File: src/rtl/isa_pkg.sv
// Shared ISA definitions for the instruction decoder and the IMEM loader:
// opcodes, CTRL subcodes, field positions, legality check and word packing.
package isa_pkg;

  localparam int INSTR_W = 32;

  localparam logic [5:0] OPC_ADD   = 6'd0;
  localparam logic [5:0] OPC_SUB   = 6'd1;
  localparam logic [5:0] OPC_AND   = 6'd2;
  localparam logic [5:0] OPC_OR    = 6'd3;
  localparam logic [5:0] OPC_XOR   = 6'd4;
  localparam logic [5:0] OPC_NOT   = 6'd5;
  localparam logic [5:0] OPC_SHL   = 6'd6;
  localparam logic [5:0] OPC_SHR   = 6'd7;
  localparam logic [5:0] OPC_ADDI  = 6'd8;
  localparam logic [5:0] OPC_LT    = 6'd9;
  localparam logic [5:0] OPC_GT    = 6'd10;
  localparam logic [5:0] OPC_LOAD  = 6'd11;
  localparam logic [5:0] OPC_STORE = 6'd12;
  localparam logic [5:0] OPC_CTRL  = 6'd13;

  localparam logic [4:0] RD_JMP = 5'd0;
  localparam logic [4:0] RD_BEQ = 5'd1;
  localparam logic [4:0] RD_BLT = 5'd2;
  localparam logic [4:0] RD_BGT = 5'd3;

  localparam int OPC_LSB = 26;
  localparam int RA_LSB  = 21;
  localparam int RB_LSB  = 16;
  localparam int RD_LSB  = 11;
  localparam int IMD_LSB = 0;

  typedef enum logic [1:0] {
    ST_IDLE,
    ST_FILL,
    ST_DONE,
    ST_ERR
  } load_state_t;

  // CTRL reuses the rd field as a branch subcode, so rd matters only there.
  function automatic logic is_legal(input logic [5:0] opc, input logic [4:0] rd);
    logic ok;
    ok = 1'b0;
    case (opc)
      OPC_ADD, OPC_SUB, OPC_AND, OPC_OR, OPC_XOR, OPC_NOT, OPC_SHL, OPC_SHR,
      OPC_ADDI, OPC_LT, OPC_GT, OPC_LOAD, OPC_STORE: ok = 1'b1;
      OPC_CTRL: begin
        case (rd)
          RD_JMP, RD_BEQ, RD_BLT, RD_BGT: ok = 1'b1;
          default: ok = 1'b0;
        endcase
      end
      default: ok = 1'b0;
    endcase
    return ok;
  endfunction

  function automatic logic [INSTR_W-1:0] encode(input logic [5:0] opc,
                                                input logic [4:0] ra,
                                                input logic [4:0] rb,
                                                input logic [4:0] rd,
                                                input logic [10:0] imd);
    logic [INSTR_W-1:0] w;
    w = '0;
    w[OPC_LSB +: 6]  = opc;
    w[RA_LSB +: 5]   = ra;
    w[RB_LSB +: 5]   = rb;
    w[RD_LSB +: 5]   = rd;
    w[IMD_LSB +: 11] = imd;
    return w;
  endfunction

endpackage

File: src/rtl/imem_loader_if.sv
// Field-tuple input stream plus IMEM write port of the loader.
// slave is the loader side; master is the host/memory environment side.
interface imem_loader_if #(
  parameter int AW   = 10,
  parameter int XLEN = 32
);
  logic            in_valid;
  logic            in_ready;
  logic [5:0]      in_opc;
  logic [4:0]      in_ra;
  logic [4:0]      in_rb;
  logic [4:0]      in_rd;
  logic [10:0]     in_imd;
  logic            imem_we;
  logic            imem_ready;
  logic [AW-1:0]   imem_addr;
  logic [XLEN-1:0] imem_wdata;

  modport slave (
    input  in_valid, in_opc, in_ra, in_rb, in_rd, in_imd, imem_ready,
    output in_ready, imem_we, imem_addr, imem_wdata
  );

  modport master (
    output in_valid, in_opc, in_ra, in_rb, in_rd, in_imd, imem_ready,
    input  in_ready, imem_we, imem_addr, imem_wdata
  );
endinterface

File: src/rtl/sync_fifo.sv
// Small synchronous FIFO with flush; push when full and pop when empty are ignored.
module sync_fifo #(
  parameter int WIDTH = 32,
  parameter int DEPTH = 2
) (
  input  logic             clk,
  input  logic             rst_n,
  input  logic             flush,
  input  logic             push,
  input  logic [WIDTH-1:0] din,
  input  logic             pop,
  output logic [WIDTH-1:0] dout,
  output logic             full,
  output logic             empty
);

  localparam int PW = $clog2(DEPTH);
  localparam logic [PW:0] FULL_OCC = (PW + 1)'(DEPTH);

  logic [WIDTH-1:0] mem [DEPTH];
  logic [PW-1:0]    wr_ptr;
  logic [PW-1:0]    rd_ptr;
  logic [PW:0]      occ;
  logic             push_ok;
  logic             pop_ok;

  assign full    = (occ == FULL_OCC);
  assign empty   = (occ == '0);
  assign push_ok = push && !full;
  assign pop_ok  = pop && !empty;
  assign dout    = mem[rd_ptr];

  // Storage is cleared on reset so the head reads as zero before any push.
  always_ff @(posedge clk or negedge rst_n) begin
    if (!rst_n) begin
      wr_ptr <= '0;
      rd_ptr <= '0;
      occ    <= '0;
      for (int i = 0; i < DEPTH; i++) mem[i] <= '0;
    end else if (flush) begin
      wr_ptr <= '0;
      rd_ptr <= '0;
      occ    <= '0;
    end else begin
      if (push_ok) begin
        mem[wr_ptr] <= din;
        wr_ptr      <= wr_ptr + 1'b1;
      end
      if (pop_ok) rd_ptr <= rd_ptr + 1'b1;
      case ({push_ok, pop_ok})
        2'b10:   occ <= occ + 1'b1;
        2'b01:   occ <= occ - 1'b1;
        default: occ <= occ;
      endcase
    end
  end

endmodule

File: src/rtl/imem_loader.sv
// Instruction encoder and program writer: packs field tuples into words,
// rejects illegal opcodes, and writes words to consecutive IMEM addresses.
module imem_loader
  import isa_pkg::*;
#(
  parameter int XLEN  = 32,
  parameter int AW    = 10,
  parameter int DEPTH = 2
) (
  input  logic          clk,
  input  logic          rst_n,
  input  logic          start,
  input  logic [AW-1:0] base_addr,
  input  logic [AW:0]   count,
  imem_loader_if.slave  bus,
  output logic          busy,
  output logic          done,
  output logic          err,
  output logic [AW:0]   err_index
);

  load_state_t   state;
  load_state_t   state_nxt;
  logic [AW-1:0] base_q;
  logic [AW:0]   count_q;
  logic [AW:0]   acc_cnt;
  logic [AW:0]   wr_cnt;
  logic          done_nxt;
  logic          start_ok;
  logic          accept;
  logic          legal;
  logic          push;
  logic          pop;
  logic          last_write;
  logic          fifo_full;
  logic          fifo_empty;
  logic          fifo_flush;

  assign start_ok   = start && (state != ST_FILL);
  assign legal      = is_legal(bus.in_opc, bus.in_rd);
  assign accept     = bus.in_valid && bus.in_ready;
  assign push       = accept && legal;
  assign pop        = bus.imem_we && bus.imem_ready;
  assign last_write = ((wr_cnt + 1'b1) == count_q);
  assign fifo_flush = start_ok || (accept && !legal);

  // Full is judged on registered occupancy, so a same-cycle pop never frees a slot.
  assign bus.in_ready  = (state == ST_FILL) && !fifo_full && (acc_cnt < count_q);
  assign bus.imem_we   = (state == ST_FILL) && !fifo_empty;
  assign bus.imem_addr = base_q + wr_cnt[AW-1:0];
  assign busy          = (state == ST_FILL);

  sync_fifo #(
    .WIDTH (XLEN),
    .DEPTH (DEPTH)
  ) u_fifo (
    .clk   (clk),
    .rst_n (rst_n),
    .flush (fifo_flush),
    .push  (push),
    .din   (encode(bus.in_opc, bus.in_ra, bus.in_rb, bus.in_rd, bus.in_imd)),
    .pop   (pop),
    .dout  (bus.imem_wdata),
    .full  (fifo_full),
    .empty (fifo_empty)
  );

  always_comb begin
    state_nxt = state;
    done_nxt  = 1'b0;
    case (state)
      ST_FILL: begin
        if (accept && !legal) begin
          state_nxt = ST_ERR;
        end else if (pop && last_write) begin
          state_nxt = ST_DONE;
          done_nxt  = 1'b1;
        end
      end
      default: begin
        if (start) begin
          if (count == '0) begin
            state_nxt = ST_DONE;
            done_nxt  = 1'b1;
          end else begin
            state_nxt = ST_FILL;
          end
        end
      end
    endcase
  end

  always_ff @(posedge clk or negedge rst_n) begin
    if (!rst_n) begin
      state     <= ST_IDLE;
      base_q    <= '0;
      count_q   <= '0;
      acc_cnt   <= '0;
      wr_cnt    <= '0;
      done      <= 1'b0;
      err       <= 1'b0;
      err_index <= '0;
    end else begin
      state <= state_nxt;
      done  <= done_nxt;
      if (start_ok) begin
        base_q    <= base_addr;
        count_q   <= count;
        acc_cnt   <= '0;
        wr_cnt    <= '0;
        err       <= 1'b0;
        err_index <= '0;
      end else begin
        if (push) acc_cnt <= acc_cnt + 1'b1;
        if (accept && !legal) begin
          err       <= 1'b1;
          err_index <= acc_cnt;
        end
        if (pop) wr_cnt <= wr_cnt + 1'b1;
      end
    end
  end

endmodule

File: src/flat_wrapper.sv
// flat-port wrapper written by rule: the top's interface ports become plain ports
module imem_loader_flat import isa_pkg::*;
#(
  parameter int XLEN  = 32,
  parameter int AW    = 10,
  parameter int DEPTH = 2
)
  (clk, rst_n, start, base_addr, count, busy, done, err, err_index, bus_in_valid, bus_in_opc, bus_in_ra, bus_in_rb, bus_in_rd, bus_in_imd, bus_imem_ready, bus_in_ready, bus_imem_we, bus_imem_addr, bus_imem_wdata);
  imem_loader_if #(.AW(AW), .XLEN(XLEN)) bus_i ();
  input  logic clk;
  input  logic rst_n;
  input  logic start;
  input  logic [AW-1:0] base_addr;
  input  logic [AW:0] count;
  output logic busy;
  output logic done;
  output logic err;
  output logic [AW:0] err_index;
  input wire logic [$bits(bus_i.in_valid)-1:0] bus_in_valid;
  input wire logic [$bits(bus_i.in_opc)-1:0] bus_in_opc;
  input wire logic [$bits(bus_i.in_ra)-1:0] bus_in_ra;
  input wire logic [$bits(bus_i.in_rb)-1:0] bus_in_rb;
  input wire logic [$bits(bus_i.in_rd)-1:0] bus_in_rd;
  input wire logic [$bits(bus_i.in_imd)-1:0] bus_in_imd;
  input wire logic [$bits(bus_i.imem_ready)-1:0] bus_imem_ready;
  output wire logic [$bits(bus_i.in_ready)-1:0] bus_in_ready;
  output wire logic [$bits(bus_i.imem_we)-1:0] bus_imem_we;
  output wire logic [$bits(bus_i.imem_addr)-1:0] bus_imem_addr;
  output wire logic [$bits(bus_i.imem_wdata)-1:0] bus_imem_wdata;
  assign bus_i.in_valid = bus_in_valid;
  assign bus_i.in_opc = bus_in_opc;
  assign bus_i.in_ra = bus_in_ra;
  assign bus_i.in_rb = bus_in_rb;
  assign bus_i.in_rd = bus_in_rd;
  assign bus_i.in_imd = bus_in_imd;
  assign bus_i.imem_ready = bus_imem_ready;
  assign bus_in_ready = bus_i.in_ready;
  assign bus_imem_we = bus_i.imem_we;
  assign bus_imem_addr = bus_i.imem_addr;
  assign bus_imem_wdata = bus_i.imem_wdata;
  imem_loader #(.XLEN(XLEN), .AW(AW), .DEPTH(DEPTH)) u_core (.clk(clk), .rst_n(rst_n), .start(start), .base_addr(base_addr), .count(count), .bus(bus_i), .busy(busy), .done(done), .err(err), .err_index(err_index));
endmodule
File: config.mk
export PLATFORM = sky130hd
export DESIGN_NAME = imem_loader_flat
export DESIGN_NICKNAME = d
export VERILOG_FILES = /design/src/rtl/isa_pkg.sv /design/src/rtl/imem_loader_if.sv /design/src/rtl/sync_fifo.sv /design/src/rtl/imem_loader.sv /design/src/flat_wrapper.sv
export SDC_FILE = /design/constraint.sdc
export NUM_CORES = 1
export LEC_CHECK = 0
export ABC_AREA = 1
export CORE_UTILIZATION = 48
export CTS_CLUSTER_DIAMETER = 60
export DETAILED_ROUTE_END_ITERATION = 8
export GPL_TIMING_DRIVEN = 0
export PLACE_DENSITY = 0.74
export SLEW_MARGIN = 20
export SYNTH_ARGS = -nofsm -noshare
export SYNTH_HDL_FRONTEND = slang
export SYNTH_HIERARCHICAL = 1
export SYNTH_SLANG_ARGS = --single-unit
File: constraint.sdc
create_clock -name clk -period 2 [get_ports clk]
set_input_delay 0.3 -clock clk [delete_from_list [all_inputs] [get_ports clk]]
set_output_delay 0.3 -clock clk [all_outputs]
set_load 0.01 [all_outputs]
==> results.py, run 1 <==
metrics = {
    "power_and_ir_drop": {
        "p_switching_mw": 5.12,
        "cellLeakagePower_nw": 5.20,
        "ir_worst_vdd_uv": 706,
        "power_density_mw_per_mm2": 1230,
        "sw_frac_of_total": 0.388,
        "p_int_mw": 8.08,
        "power_frac_seq": 0.300,
        "p_clk_frac": 0.237,
        "combPwrFrac": 0.464,
        "total_power_mw": 13.2,
    },
    "place": {
        "hpwl_um": 11500,
        "dpl_cell_area_sq_mm": 0.00822,
        "portBuffers": 115,
        "place_congestion": 0.865,
    },
    "logic_synthesis": {
        "synth-seq-cells": 126,
        "yosysWarnings": 6,
        "ys_seq_area_frac": 0.466,
        "synth_edf_count": 0,
        "synth_most_common_cell": "nand2_1",
        "syn_nets": 931,
        "async_reset_ff_frac": 1.00,
        "synth.top_cell.area_share": 0.466,
        "post_synth.cell_area_avg_sq_um": 7.96,
        "synthTopCellsByArea": "dfrtp_1, nand2_1, inv_1",
        "synth_flop_cell": "dfrtp_1",
        "syn_inst": 851,
        "yosysTopAreaCell": "dfrtp_1",
        "yosys.cell_types.count": 43,
        "synth_area_sq_mm": 0.00677,
        "synth_common_cells": "nand2_1, dfrtp_1, inv_1",
    },
    "clock_tree": {
        "clkTransAtPathRegs_ns": 0.06,
        "cts_tree": "yes",
        "cts_buffers": 17,
        "clockBufferDepth": 2,
        "cts.sinks": 126,
        "htree_num_levels": 4,
        "clock_latency_ns": 0.41,
        "root_buffer": "clkbuf_16",
    },
    "die": {
        "core-area_sq_mm": 0.0138,
        "fp-row-count": 43,
        "fp.dieH_um": 121,
        "die-area_sq_mm": 0.0146,
        "die_w_um": 121,
        "io_pins": 116,
        "start_util": 0.490,
    },
    "timing": {
        "rsz0062_at_grt": "true",
        "tightest_slew_ns": 0.568,
        "setup_viol": 101,
        "slew_headroom": 0.617,
        "hold_viol_final": 0,
        "tns_ns": -32.51,
        "layout_min_cycle_time_ns": 2.58,
        "clock.fmax_mhz": 388,
        "layout_setup_ws_ns": -0.580,
        "period_share": 1.29,
        "fin_skew_ns": 0.00725,
        "drv_slew": 0,
    },
    "flow_run": {
        "cap_violations": 0,
    },
    "worst_setup_path": {
        "worstReg2RegEnd": "u_core/u_fifo/mem[23]",
        "reg2regPathDepth": 16,
        "worst_setup_path_end_kind": "output port",
        "cp_max_fo": 2,
        "r2r-start": "u_core/acc_cnt[6]",
        "critPathLaunchType": "flop",
        "cp.arrival_ns": 2.28,
        "cp-startpoint": "u_core/base_q[0]",
        "r2r_slack_ns": -0.49,
        "crit_type": "reg2out",
        "cp.required_ns": 1.70,
    },
    "final_layout": {
        "area_delta_synth_final_pct": 57.9,
        "fill_cells": 912,
        "antenna_cells": 0,
        "multi_input_comb_area_sq_mm": 0.00408,
        "layout.nets": 1142,
        "final_design_area_no_fill_sq_mm": 0.0107,
        "seq_area_sq_mm": 0.00317,
        "drive_gt1_frac": 0.387,
    },
    "global_route": {
        "grt_pass1_wl_um": 31200,
        "grt_pass1_vias": 6423,
        "grt_start_max_net_pins": 93,
        "track_usage": 0.274,
        "overflow": 0,
        "antenna_found_initial": 0,
    },
    "routing": {
        "first_iter_violations": 394,
        "ant_nets": 0,
        "drt-wirelength-per-cell_um": 16.8,
        "drt_wl_total_um": 21100,
        "routed_via_density": 5.35,
        "first_pass_iters": 5,
        "drc_errors": 0,
        "num_vias": 6715,
    },
    "status": {
        "status": "finished, violations left",
        "violations": "setup timing",
    },
    "worst_hold_path": {
        "min_path_type": "in2async",
    },
}
[critical path, stage by stage, from the launching register on]
cell and delay, ns:
dfrtp_1 0.40, ha_4 0.16, inv_2 0.05, fa_2 0.36, o21ai_2 0.18, nand2_1 0.07, nand2_1 0.08, a21oi_2 0.07
nor2_2 0.12, o21ai_2 0.07, nand2_1 0.05, nand2_1 0.05, nand2_1 0.07, buf_2 0.13
[layout make-up]
cell class / instances / share of cell area
multi-input cells: 603 / 0.382
flip-flops and latches: 126 / 0.296
repair buffers: 192 / 0.176
clock buffers: 20 / 0.0427
inverters: 95 / 0.0373
plain buffers: 26 / 0.0304
well taps: 180 / 0.0211
clock inverters: 12 / 0.0133
repair inverters: 1 / 0.00105
[layer usage]
layer	vias up	wire length, um	GRT usage
li1	3164	-	-
met4	0	618	0.0887
met1	3227	8920	0.363
met3	58	1060	0.0533
met2	266	10500	0.452
met5	-	0	0
[placed cells by master (no fill, tap or decap), types with 4 or more instances in the layout]
cell and n:
nand2_2 45, nand2_1 238, nor2_4 7, inv_1 73
nand4_1 5, buf_12 9, nand3_2 6, clkinv_2 6
nand3_1 40, a21oi_2 4, nor3_1 4, clkbuf_16 17
clkbuf_8 7, o22ai_1 6, ha_4 17, xor2_1 8
buf_8 8, o21ai_1 23, clkdlybuf4s50_1 70, o21ai_2 65
inv_2 15, dlymetal6s2s_1 4, o21ai_0 21, clkinvlp_4 5
nand2_4 45, buf_4 38, nor2_2 8, dlygate4sd2_1 10
dfrtp_1 115, dfrtp_2 11, clkbuf_2 20, nand2_8 4
a21oi_1 6, ha_1 4, nor2_1 20, buf_16 7
buf_6 30, buf_2 14
[kinds of logic (layout without fill, tap and decap cells)]
kind of cell    Yosys count  count (layout)  synth area share
compound gates          135             135             0.120
fa+ha+maj                22              22            0.0418
simple gates            430             432             0.275
flops                   126             126             0.466
buf+inv                 124             346            0.0804
xor+xnor                 14              14            0.0181
[how the worst max path moves through the flow]
stage | to | slack (ns) | depth (start not counted)
final | bus_imem_addr[8] | -0.58 | 13
after global routing | bus_imem_addr[8] | -0.73 | 13
after CTS | bus_imem_addr[8] | -0.51 | 13
after detailed placement | bus_imem_addr[8] | -0.71 | 13
after global placement | u_core/acc_cnt[1] | -4.38 | 1
after floorplan | u_core/u_fifo/mem[51] | -0.23 | 16
[power groups by stage]
stage	registers (mW)	clock network [mW]	logic (mW)
after floorplan	3.65	0	2.66
after global placement	3.72	0	4.41
after detailed placement	3.73	0	4.50
after CTS	3.83	3.15	5.20
after global routing	4.02	3.29	6.62
final	3.95	3.12	6.12
[sequential cells by signal (all words and copies together) (netlist names)]
signal and cells:
u_core/u_fifo/mem 64, u_core/acc_cnt 11, u_core/count_q 11, u_core/err_index 11
u_core/wr_cnt 11, u_core/base_q 10, u_core/state 2, u_core/u_fifo/occ 2
u_core/done 1, u_core/err 1, u_core/u_fifo/rd_ptr 1, u_core/u_fifo/wr_ptr 1
[through the flow]
step	worst slack (ns)	instances	hold WS, ns	util
finish	-0.580	1255	0.340	0.773
CTS	-0.512	1240	0.339	0.732
global placement	-4.38	1146	0.458	0.592
global route	-0.735	1255	0.356	0.773
floorplan	-0.225	851	0.00441	-
detailed placement	-0.712	1147	0.183	0.595
[timing repair]
item,CTS,global route
endpoints found under the hold margin,34,0
gates cloned,12,2
pin swaps,29,42
hold buffers,1,0
buffers inserted,52,23
setup endpoints to repair,128,127
resized for setup,295,166
No activity file was read; power rests on OpenSTA's default activity.
==> inputs of run 2 (changes only) <==
--- a/config.mk
+++ b/config.mk
@@ -6,11 +6,13 @@
 export NUM_CORES = 1
 export LEC_CHECK = 0
 export ABC_AREA = 1
-export CORE_UTILIZATION = 48
+export CORE_MARGIN = 2
+export CORE_UTILIZATION = 32
 export CTS_CLUSTER_DIAMETER = 60
+export CTS_CLUSTER_SIZE = 10
 export DETAILED_ROUTE_END_ITERATION = 8
 export GPL_TIMING_DRIVEN = 0
-export PLACE_DENSITY = 0.74
+export PLACE_DENSITY = 0.53
 export SLEW_MARGIN = 20
 export SYNTH_ARGS = -nofsm -noshare
 export SYNTH_HDL_FRONTEND = slang
==> results.py, run 2 (same netlist as run 1, synthesis figures left out) <==
metrics = {
    "status": {
        "status": "finished, violations left",
        "violations": "setup timing",
    },
    "worst_hold_path": {
        "min_path_type": "in2async",
    },
    "routing": {
        "first_iter_violations": 353,
        "num_vias": 6429,
        "ant_nets": 0,
        "drt_wl_total_um": 21000,
        "drt-wirelength-per-cell_um": 15.5,
        "first_pass_iters": 5,
        "drc_errors": 0,
        "routed_via_density": 4.73,
    },
    "worst_setup_path": {
        "cp.required_ns": 1.70,
        "slowest_stage": "dfrtp_1",
        "cp_max_fo": 2,
        "r2r-start": "u_core/acc_cnt[4]",
        "cp_cell_sequence": "ha_4 > inv_4 > fa_2 > o21ai_4 > nand2_1 > nand2_1 > a21oi_2 > nor2_1 > o21ai_1 > nand2_1 > nand2_1 > nand2_1 > buf_6",
        "r2r_slack_ns": -0.44,
        "critPathLaunchType": "flop",
        "critPathBufInv": 2,
        "worstReg2RegEnd": "u_core/u_fifo/mem[1]",
        "critical-path-top-delay-family": "adder cells",
        "cp.arrival_ns": 2.19,
        "crit_type": "reg2out",
        "reg2regPathDepth": 16,
        "slowest_delay_ns": 0.39,
        "cp.depth": 13,
        "crit_top_cell": "nand2_1",
        "worst_setup_path_end_kind": "output port",
    },
    "clock_tree": {
        "cts_buffers": 17,
        "htree_num_levels": 4,
        "clock_latency_ns": 0.43,
        "cts_tree": "yes",
        "cts.sinks": 126,
        "clkTransAtPathRegs_ns": 0.06,
        "clockBufferDepth": 2,
        "root_buffer": "clkbuf_16",
    },
    "place": {
        "place_congestion": 0.768,
        "hpwl_um": 12800,
        "portBuffers": 115,
        "place_ws_ns": -0.738,
    },
    "die": {
        "fp.dieH_um": 149,
        "start_util": 0.324,
        "die_w_um": 149,
        "core-area_sq_mm": 0.0209,
        "die-area_sq_mm": 0.0223,
        "fp-row-count": 53,
        "io_pins": 116,
    },
    "timing": {
        "clock.fmax_mhz": 402,
        "layout_setup_ws_ns": -0.490,
        "layout_min_cycle_time_ns": 2.49,
        "fin_skew_ns": 0.0103,
        "period_share": 1.24,
        "hold_viol_final": 0,
        "rsz0062_at_grt": "true",
        "tightest_slew_ns": 0.558,
        "slew_headroom": 0.624,
        "drv_slew": 0,
        "setup_viol": 98,
    },
    "final_layout": {
        "largest_register_ffs": 64,
        "layout.nets": 1151,
        "layout_common_cells": "nand2_1, dfrtp_1, inv_1, clkdlybuf4s50_1, o21ai_2",
        "area_delta_synth_final_pct": 62.5,
        "antenna_cells": 0,
        "top_register": "u_core/u_fifo/mem",
        "fin_util": 0.527,
        "layout_commonest_cell": "nand2_1",
        "drive_gt1_frac": 0.392,
    },
    "power_and_ir_drop": {
        "ir_worst_vdd_uv": 617,
        "cellLeakagePower_nw": 5.27,
        "power_density_mw_per_mm2": 1210,
        "total_power_mw": 13.3,
    },
    "flow_run": {
        "cap_violations": 0,
    },
    "global_route": {
        "overflow": 0,
        "grt_start_max_net_pins": 80,
        "grt_pass1_vias": 6269,
        "track_usage": 0.188,
        "grt_pass1_wl_um": 32500,
        "antenna_found_initial": 0,
    },
}
run 2: per-stage QoR:
| step | hold WS, ns | TNS [ns] | instances | instance area [sq um] |
|---|---|---|---|---|
| 6_report | 0.358 | -32.78 | 1358 | 11000 |
| 5_1_grt | 0.374 | -42.12 | 1358 | 11000 |
| 4_1_cts | 0.375 | -26.68 | 1336 | 10400 |
| 3_5_place_dp | 0.236 | -58.92 | 1242 | 8340 |
| 3_3_place_gp | 0.465 | -657.29 | 1241 | 8310 |
| 2_1_floorplan | 0.00441 | -12.71 | 851 | 6810 |
run 2: layer usage:
layer | part of all wire | global-route usage
met5 | 0 | 0
met4 | 0.022 | 0.0614
met3 | 0.036 | 0.0351
met2 | 0.47 | 0.291
met1 | 0.47 | 0.265
run 2: how the worst max path moves through the flow:
stage,from,endpoint
2_1_floorplan,u_core/acc_cnt[2],u_core/u_fifo/mem[51]
3_3_place_gp,rst_n,u_core/err_index[5]
3_5_place_dp,u_core/wr_cnt[0],bus_imem_addr[8]
4_1_cts,u_core/wr_cnt[0],bus_imem_addr[8]
5_1_grt,u_core/base_q[0],bus_imem_addr[8]
6_report,u_core/base_q[0],bus_imem_addr[8]
run 2: what timing repair did:
action,in CTS,in global routing
gates resized for setup,295,156
hold buffers,1,0
endpoints found under the setup margin,129,129
gates cloned,13,4
pin swaps,32,21
endpoints found under the hold margin,47,0
buffers inserted,50,28
run 2: report_power, final:
group,switching (mW),internal (mW)
registers,0.650,3.28
logic,3.20,2.91
clock network,1.22,2.08
run 2: final cells by class:
type	count	area, sq um
repair buffers	201	2060
well taps	275	344
plain buffers	26	339
multi-input cells	603	4070
fillers	1916	9880
clock buffers	17	425
flip-flops and latches	126	3170
inverters	95	398
clock inverters	14	194
repair inverters	1	8.76
==> inputs of run 3 (changes only) <==
--- a/config.mk
+++ b/config.mk
@@ -11,8 +11,9 @@
 export CTS_CLUSTER_DIAMETER = 60
 export CTS_CLUSTER_SIZE = 10
 export DETAILED_ROUTE_END_ITERATION = 8
+export DONT_BUFFER_PORTS = 1
 export GPL_TIMING_DRIVEN = 0
-export PLACE_DENSITY = 0.53
+export PLACE_DENSITY = 0.45
 export SLEW_MARGIN = 20
 export SYNTH_ARGS = -nofsm -noshare
 export SYNTH_HDL_FRONTEND = slang
==> results.py, run 3 (same netlist as run 1, synthesis figures left out) <==
metrics = {
    "die": {
        "fp.dieH_um": 149,
        "core-area_sq_mm": 0.0209,
        "die-area_sq_mm": 0.0223,
        "io_pins": 116,
        "start_util": 0.324,
        "die_w_um": 149,
        "fp-row-count": 53,
    },
    "timing": {
        "period_share": 1.22,
        "slew_headroom": 0.657,
        "layout_setup_ws_ns": -0.430,
        "clock.fmax_mhz": 411,
        "hold_viol_final": 126,
        "layout_min_cycle_time_ns": 2.43,
        "drv_slew": 0,
        "rsz0062_at_grt": "true",
        "fin_skew_ns": 0.0101,
        "setup_viol": 85,
        "tightest_slew_ns": 0.514,
        "tns_ns": -26.17,
        "hold_ws_ns": -0.427,
    },
    "final_layout": {
        "fill_cells": 2052,
        "antenna_cells": 0,
        "layout_common_cells": "nand2_1, dfrtp_1, inv_1, o21ai_2, nand2_2",
        "drive_gt1_frac": 0.359,
        "top_register": "u_core/u_fifo/mem",
        "fin_util": 0.456,
        "area_delta_synth_final_pct": 40.6,
        "layout.nets": 1015,
        "layout_commonest_cell": "nand2_1",
        "largest_register_ffs": 64,
    },
    "worst_setup_path": {
        "r2r-start": "u_core/acc_cnt[3]",
        "worstReg2RegEnd": "u_core/u_fifo/mem[45]",
        "worst_setup_path_end_kind": "output port",
        "reg2regPathDepth": 17,
        "cp_max_fo": 2,
        "cp.arrival_ns": 2.13,
        "crit_type": "reg2out",
        "cp.required_ns": 1.70,
        "critPathLaunchType": "flop",
        "r2r_slack_ns": -0.42,
    },
    "global_route": {
        "grt_start_max_net_pins": 127,
        "grt_pass1_vias": 5707,
        "overflow": 0,
        "grt_pass1_wl_um": 31000,
        "track_usage": 0.181,
        "antenna_found_initial": 0,
    },
    "routing": {
        "first_iter_violations": 273,
        "routed_via_density": 4.68,
        "first_pass_iters": 4,
        "ant_nets": 0,
        "num_vias": 5720,
        "drt-wirelength-per-cell_um": 16.2,
        "drt_wl_total_um": 19800,
        "drc_errors": 0,
    },
    "clock_tree": {
        "cts_tree": "yes",
        "clockBufferDepth": 2,
        "root_buffer": "clkbuf_16",
        "htree_num_levels": 4,
        "clkTransAtPathRegs_ns": 0.06,
        "clock_latency_ns": 0.42,
        "cts_buffers": 17,
        "ctsHoldBuffers": 16,
        "cts.sinks": 126,
    },
    "power_and_ir_drop": {
        "ir_worst_vdd_uv": 449,
        "total_power_mw": 12.0,
        "power_density_mw_per_mm2": 1260,
        "cellLeakagePower_nw": 4.53,
    },
    "status": {
        "violations": "hold timing, setup timing",
        "status": "finished, violations left",
    },
    "place": {
        "place_congestion": 0.793,
        "portBuffers": 0,
        "hpwl_um": 12700,
    },
    "worst_hold_path": {
        "min_path_type": "in2async",
    },
    "flow_run": {
        "cap_violations": 0,
    },
}
==> run 3: changes by cell type in the layout (fill, tap and decap cells not counted), sizes merged, moves of 2 or more <==
cell	previous run	this run
dlymetal6s2s	2	0
inv	94	97
clkdlybuf4s50	70	0
dlygate4sd2	23	0
bufinv	4	6
dlygate4sd3	1	16
buf	115	61
clkinvlp	6	1
==> run 3: how the worst max path moves through the flow <==
| stage | startpoint | slack, ns | depth (start not counted) | endpoint |
|---|---|---|---|---|
| after floorplan | u_core/acc_cnt[2] | -0.23 | 16 | u_core/u_fifo/mem[51] |
| after global placement | u_core/acc_cnt[2] | -0.55 | 14 | u_core/u_fifo/mem[4] |
| after detailed placement | u_core/acc_cnt[2] | -0.59 | 14 | u_core/u_fifo/mem[4] |
| after CTS | u_core/acc_cnt[2] | -0.43 | 17 | u_core/u_fifo/mem[38] |
| after global routing | u_core/base_q[0] | -0.57 | 12 | bus_imem_addr[8] |
| final | u_core/wr_cnt[0] | -0.43 | 12 | bus_imem_addr[8] |
==> run 3: per-layer routing <==
layer / up-vias / routed length [um] / global-route usage / part of all wire
li1: 2903 / - / - / -
met1: 2703 / 9600 / 0.253 / 0.49
met2: 96 / 8950 / 0.274 / 0.45
met4: 0 / 293 / 0.0529 / 0.015
met3: 18 / 907 / 0.0497 / 0.046
met5: - / 0 / 0 / 0
==> run 3: cell type report <==
type,instances,area (sq um),area share
tap,275,344,0.0361
timing repair buffer,65,737,0.0774
clock buffer,18,439,0.0461
timing repair inverter,1,11.3,0.00118
multi-input combinational,602,3920,0.412
buffer,27,284,0.0298
clock inverter,13,236,0.0248
sequential,126,3170,0.333
inverter,95,377,0.0396
==> run 3: power breakdown <==
group | switching, mW | internal [mW] | leakage, nW
clock network | 1.23 | 2.38 | 0.327
registers | 0.621 | 3.28 | 1.66
logic | 2.66 | 1.79 | 2.54
==> run 3: worst max-delay path, stage by stage, from the launching register on <==
cell and delay, ns:
dfrtp_2 0.40, ha_4 0.14, inv_2 0.04, fa_2 0.36, o21ai_2 0.16, nand2_1 0.07, nand2_1 0.08, a21oi_2 0.06
nor2_1 0.15, o21ai_2 0.07, nand2_1 0.05, nand2_1 0.06, nand2_2 0.08
==> run 3: repair_timing <==
| action | CTS | global route |
|---|---|---|
| setup endpoints to repair | 132 | 140 |
| pin swaps | 26 | 23 |
| setup buffers | 34 | 14 |
| resized for setup | 119 | 150 |
| cloned | 5 | 5 |
| endpoints found under the hold margin | 142 | 126 |
==> run 3: stage by stage <==
stage	setup slack, ns	instance area [sq um]	cells
2_1_floorplan	-0.225	6810	851
3_3_place_gp	-0.555	7160	1126
3_5_place_dp	-0.588	7160	1126
4_1_cts	-0.426	8760	1208
5_1_grt	-0.567	9520	1222
6_report	-0.430	9520	1222
